### src/rtl/controller.sv
// rtl/controller.sv - multi-cycle instruction controller: fetch/decode FSM driving datapath selects and strobes
module controller (
  input  logic        clock,
  input  logic        reset,
  input  logic [15:0] instruction,
  output logic [1:0]  alu_a_select,
  output logic        alu_b_select,
  output logic [2:0]  alu_operation,
  output logic        program_counter_write_enable,
  output logic        instruction_write_enable,
  output logic        status_write_enable,
  output logic        register_write_enable,
  output logic [1:0]  register_write_data_select,
  output logic        illegal_instruction,
  output logic [2:0]  state
);

  typedef enum logic [2:0] {
    S_FETCH        = 3'd0,
    S_LOAD_IR      = 3'd1,
    S_INCREMENT_PC = 3'd2,
    S_DECODE       = 3'd3,
    S_EXECUTE      = 3'd4,
    S_WRITEBACK    = 3'd5
  } state_e;

  localparam logic [2:0] OP_ADD   = 3'd0;
  localparam logic [2:0] OP_SUB   = 3'd1;
  localparam logic [2:0] OP_CMP   = 3'd2;
  localparam logic [2:0] OP_AND   = 3'd3;
  localparam logic [2:0] OP_OR    = 3'd4;
  localparam logic [2:0] OP_XOR   = 3'd5;
  localparam logic [2:0] OP_SHIFT = 3'd6;

  state_e state_q, state_d;

  logic [3:0] opcode, ext, code;
  logic       is_rr, is_rr_alu, is_imm_alu, is_lsh, is_alu;
  logic       is_mov, is_movi, is_lui, is_move, is_cmp, sets_status;
  logic [2:0] decoded_op;
  logic [1:0] decoded_a_sel;

  function automatic logic alu_code(input logic [3:0] c);
    case (c)
      4'd1, 4'd2, 4'd3, 4'd5, 4'd9, 4'd11: alu_code = 1'b1;
      default:                             alu_code = 1'b0;
    endcase
  endfunction

  // RR instructions carry their operation in ext; immediates carry it in opcode with the same encoding.
  assign opcode      = instruction[15:12];
  assign ext         = instruction[7:4];
  assign is_rr       = (opcode == 4'd0);
  assign code        = is_rr ? ext : opcode;
  assign is_rr_alu   = is_rr && alu_code(ext);
  assign is_imm_alu  = alu_code(opcode);
  assign is_lsh      = (opcode == 4'd8) && (ext == 4'd4);
  assign is_alu      = is_rr_alu || is_imm_alu || is_lsh;
  assign is_mov      = is_rr && (ext == 4'd13);
  assign is_movi     = (opcode == 4'd13);
  assign is_lui      = (opcode == 4'd15);
  assign is_move     = is_mov || is_movi || is_lui;
  assign is_cmp      = (is_rr_alu || is_imm_alu) && (code == 4'd11);
  assign sets_status = (is_rr_alu || is_imm_alu) &&
                       ((code == 4'd5) || (code == 4'd9) || (code == 4'd11));

  always_comb begin
    decoded_op = OP_ADD;
    case (code)
      4'd1:  decoded_op = OP_AND;
      4'd2:  decoded_op = OP_OR;
      4'd3:  decoded_op = OP_XOR;
      4'd5:  decoded_op = OP_ADD;
      4'd9:  decoded_op = OP_SUB;
      4'd11: decoded_op = OP_CMP;
      default: decoded_op = OP_ADD;
    endcase
    if (is_lsh) decoded_op = OP_SHIFT;
  end

  always_comb begin
    decoded_a_sel = 2'd3;
    if (is_rr || is_lsh)
      decoded_a_sel = 2'd1;
    else if ((opcode == 4'd5) || (opcode == 4'd9) || (opcode == 4'd11))
      decoded_a_sel = 2'd2;
  end

  always_ff @(posedge clock) begin
    if (!reset) state_q <= S_FETCH;
    else        state_q <= state_d;
  end

  always_comb begin
    state_d                      = S_FETCH;
    alu_a_select                 = 2'd0;
    alu_b_select                 = 1'b0;
    alu_operation                = OP_ADD;
    program_counter_write_enable = 1'b0;
    instruction_write_enable     = 1'b0;
    status_write_enable          = 1'b0;
    register_write_enable        = 1'b0;
    register_write_data_select   = 2'd0;
    illegal_instruction          = 1'b0;
    case (state_q)
      S_FETCH: state_d = S_LOAD_IR;
      S_LOAD_IR: begin
        instruction_write_enable = 1'b1;
        state_d                  = S_INCREMENT_PC;
      end
      S_INCREMENT_PC: begin
        alu_a_select                 = 2'd0;
        alu_b_select                 = 1'b1;
        alu_operation                = OP_ADD;
        program_counter_write_enable = 1'b1;
        state_d                      = S_DECODE;
      end
      S_DECODE: begin
        if (is_alu)
          state_d = S_EXECUTE;
        else if (is_move)
          state_d = S_WRITEBACK;
        else
          illegal_instruction = 1'b1;
      end
      S_EXECUTE: begin
        if (is_alu) begin
          alu_a_select        = decoded_a_sel;
          alu_operation       = decoded_op;
          status_write_enable = sets_status;
          state_d             = is_cmp ? S_FETCH : S_WRITEBACK;
        end
      end
      S_WRITEBACK: begin
        register_write_enable = 1'b1;
        if (is_mov)
          register_write_data_select = 2'd1;
        else if (is_movi)
          register_write_data_select = 2'd2;
        else if (is_lui)
          register_write_data_select = 2'd3;
      end
      default: state_d = S_FETCH;
    endcase
  end

  assign state = state_q;

endmodule
### config.mk
export PLATFORM = sky130hd
export DESIGN_NAME = controller
export DESIGN_NICKNAME = d
export VERILOG_FILES = /design/src/rtl/controller.sv
export SDC_FILE = /design/constraint.sdc
export NUM_CORES = 1
export LEC_CHECK = 0
export ABC_AREA = 1
export BUFFER_PORTS_ARGS = -buffer_cell sky130_fd_sc_hd__buf_2
export CORE_AREA = 8 8 45 47
export CTS_CLUSTER_DIAMETER = 30
export DETAILED_ROUTE_END_ITERATION = 7
export DIE_AREA = 0 0 53 55
export PLACE_DENSITY = 0.81
export SLEW_MARGIN = 20
export SYNTH_ARGS = -nofsm -noshare
export SYNTH_HDL_FRONTEND = slang
export SYNTH_SLANG_ARGS = --single-unit
export TNS_END_PERCENT = 50
### constraint.sdc
create_clock -name clock -period 1 [get_ports clock]
set_input_delay 0 -clock clock [delete_from_list [all_inputs] [get_ports clock]]
set_output_delay 0 -clock clock [all_outputs]
set_load 0.03 [all_outputs]
==> load_flow_metrics.sql <==
INSERT INTO impl_metrics (metric_group, metric, value, unit) VALUES
('outcome', 'status', 'complete, but fails checks', ''),
('outcome', 'violations', 'setup timing', ''),
('timing', 'final.min_clock_period', '1.15', 'ns'),
('final_layout', 'num-nets-final', '149', ''),
('worst_setup_path', 'crit_arrival', '1.15', 'ns'),
('synth', 'yosys-top-cells-count', 'sky130_fd_sc_hd__nand2_1, sky130_fd_sc_hd__nor2_1, sky130_fd_sc_hd__inv_1', ''),
('route', 'drt-pass1-iter-count', '4', ''),
('power', 'power_per_cell_area', '708', 'nW/um^2'),
('synth', 'synthesis_warning_total', '0', ''),
('synth', 'netlist_instances', '88', ''),
('power', 'p_leak', '0.462', 'nW'),
('worst_setup_path', 'critical_path.cell_chain', 'nor2_4 > nand2_4 > a211oi_4 > buf_6', ''),
('placed_design', 'port-buffer-count', '25', ''),
('clock_network', 'cts.htree.levels', '1', ''),
('die', 'coreArea', '1380', 'um^2'),
('route', 'routed_wire_length_per_instance', '11.3', 'um'),
('placed_design', 'global_placer_s_final_weighted_congestion', '0.802', ''),
('power', 'vdd_drop_max', '0.000345', 'V'),
('worst_setup_path', 'worst_path_max_delay_cell', 'sky130_fd_sc_hd__dfxtp_4', ''),
('synth', 'post_synthesis_cell_area', '472', 'um^2'),
('synth', 'synth-edff-count', '0', ''),
('die', 'num_io_pins', '34', ''),
('final_layout', 'max_reg_flops', '3', ''),
('worst_setup_path', 'reg2reg_setup_slack', '0.04', 'ns'),
('job', 'timing.max_cap.violations', '0', ''),
('synth', 'synth_top_cells_by_area', 'sky130_fd_sc_hd__nand2_1, sky130_fd_sc_hd__nor2_1, sky130_fd_sc_hd__dfxtp_1', ''),
('global_routing', 'globalRoute.totalOverflow', '0', ''),
('global_routing', 'grt_max_degree', '8', ''),
('final_layout', 'antenna-diode-count', '0', ''),
('worst_setup_path', 'rr_endpoint', 'state[2]', ''),
('timing', 'finalWorstSetupSlack', '-0.154', 'ns'),
('clock_network', 'clock_latency', '0.23', 'ns'),
('synth', 'synthesis.area_per_instance', '5.36', 'um^2'),
('timing', 'fin_setup_tns', '-1.22', 'ns'),
('timing', 'setup_viol', '13', ''),
('worst_setup_path', 'worstPathMaxFanout', '7', ''),
('route', 'drcViolationCount', '0', ''),
('die', 'die_width', '53', 'um'),
('synth', 'yosysTopAreaCellShare', '15.9', '%'),
('worst_setup_path', 'critPathRequiredTime', '1.00', 'ns'),
('synth', 'synth_sequential_area_ratio', '12.7', '%'),
('clock_network', 'clock_path_buffers', '2', ''),
('synth', 'ys_types', '22', ''),
('clock_network', 'tritoncts_num_sinks', '3', ''),
('placed_design', 'placedCellCount', '139', ''),
('timing', 'relSlewSlack', '84.4', '%'),
('clock_network', 'tritoncts_clock_tree', 'yes', ''),
('timing', 'final_cycle_utilization_of_the_critical_path', '115', '%'),
('worst_setup_path', 'worst_path_largest_cell_delay', '0.36', 'ns'),
('timing', 'max_clock_freq', '867', 'MHz'),
('clock_network', 'clock_tree.root_cell', 'sky130_fd_sc_hd__clkbuf_4', ''),
('die', 'start_util', '34.1', '%'),
('timing', 'final-max-slew-violation-count', '0', ''),
('clock_network', 'worst_setup_hold_path_clk_slew', '0.04', 'ns'),
('synth', 'yosys.area.top_type', 'sky130_fd_sc_hd__nand2_1', ''),
('worst_setup_path', 'worst-r2r-cell-count', '5', ''),
('final_layout', 'area_growth', '98.7', '%'),
('timing', 'final.hold.worst_slack', '0.346', 'ns'),
('synth', 'synth-main-ff-cell', 'sky130_fd_sc_hd__dfxtp_1', ''),
('die', 'fp.dieH', '55', 'um'),
('hold_path', 'hold_path.class', 'in2reg', ''),
('clock_network', 'tritoncts_buffer_count', '3', ''),
('worst_setup_path', 'rr_startpoint', 'state[1]', ''),
('final_layout', 'final_cells', '146', ''),
('worst_setup_path', 'worst_setup_path_end_kind', 'output pin', ''),
('worst_setup_path', 'critical_path_class', 'reg2out', ''),
('worst_setup_path', 'timing.critical_path.to', 'alu_a_select[1]', ''),
('global_routing', 'first_global_vias', '704', ''),
('die', 'std_cell_rows', '14', ''),
('timing', 'fin_worst_skew', '0.0000811', 'ns'),
('global_routing', 'grt_util_all_layers', '11.7', '%');
where the power goes:
part           leakage (nW)  switching (mW)  internal [mW]  total (mW)
combinational         0.420           0.184          0.127       0.311
clock                0.0150          0.0595          0.149       0.209
sequential           0.0267          0.0170          0.126       0.143
worst max-delay path, delay by kind of cell (launching register included):
family          cells  cell delay [ns]
compound gates      1             0.18
buf+inv             1             0.16
flops               1             0.36
simple gates        2             0.22
layout make-up:
type / count / area [um^2]
timing repair buffer: 39 / 307
fill: 129 / 447
sequential: 3 / 71.3
inverter: 15 / 58.8
tap: 16 / 20.0
clock buffer: 4 / 26.3
multi-input combinational: 69 / 454
layer usage:
layer	up-vias	track usage, %	routed length, um
li1	365	-	-
met1	344	12.0	622
met2	31	22.5	874
met3	0	4.01	147
met4	0	2.59	0
met5	-	0	0
cell usage in the layout (no fill, tap or decap), types with 4 or more instances in the layout:
cell,synthesis,final
sky130_fd_sc_hd__nor2_2,2,5
sky130_fd_sc_hd__nand3_1,6,5
sky130_fd_sc_hd__buf_2,0,12
sky130_fd_sc_hd__nand2_1,20,17
sky130_fd_sc_hd__inv_2,3,4
sky130_fd_sc_hd__inv_1,12,10
sky130_fd_sc_hd__buf_6,0,11
sky130_fd_sc_hd__a21oi_2,3,4
sky130_fd_sc_hd__nor2_4,1,4
sky130_fd_sc_hd__buf_4,1,15
sky130_fd_sc_hd__nor2_1,19,13
worst min-delay path by stage:
stage	startpoint	depth (start not counted)	slack [ns]	endpoint
floorplan	reset	1	0.12	state[1]
global placement	reset	2	0.23	state[1]
detailed placement	reset	2	0.23	state[1]
CTS	instruction[4]	6	0.33	state[0]
global route	instruction[4]	6	0.37	state[2]
finish	instruction[4]	6	0.35	state[0]
metrics by stage:
stage | worst slack, ns | instance area (um^2) | util [%] | total power, mW
after floorplan | -0.180 | 567 | - | 0.315
after global placement | -0.102 | 787 | 56.9 | 0.407
after detailed placement | -0.122 | 787 | 56.9 | 0.413
after CTS | -0.228 | 902 | 65.2 | 0.660
after global routing | -0.210 | 937 | 67.7 | 0.712
final | -0.154 | 937 | 67.7 | 0.663
cells by family (layout without fill, tap and decap cells):
group | after synthesis | after routing | synth area share, %
buf+inv | 16 | 58 | 13.5
compound gates | 11 | 11 | 15.4
flops | 3 | 3 | 12.7
simple gates | 58 | 58 | 58.4
repair_timing:
item / 4_1_cts / 5_1_grt
hold endpoints to repair: 1 / 0
setup buffers: 1 / 1
gates cloned: 0 / 0
hold buffers: 1 / 0
pin swaps: 7 / 5
endpoints found under the setup margin: 15 / 15
gates resized for setup: 23 / 8
Note: power is estimated with default switching activity, not from simulation.
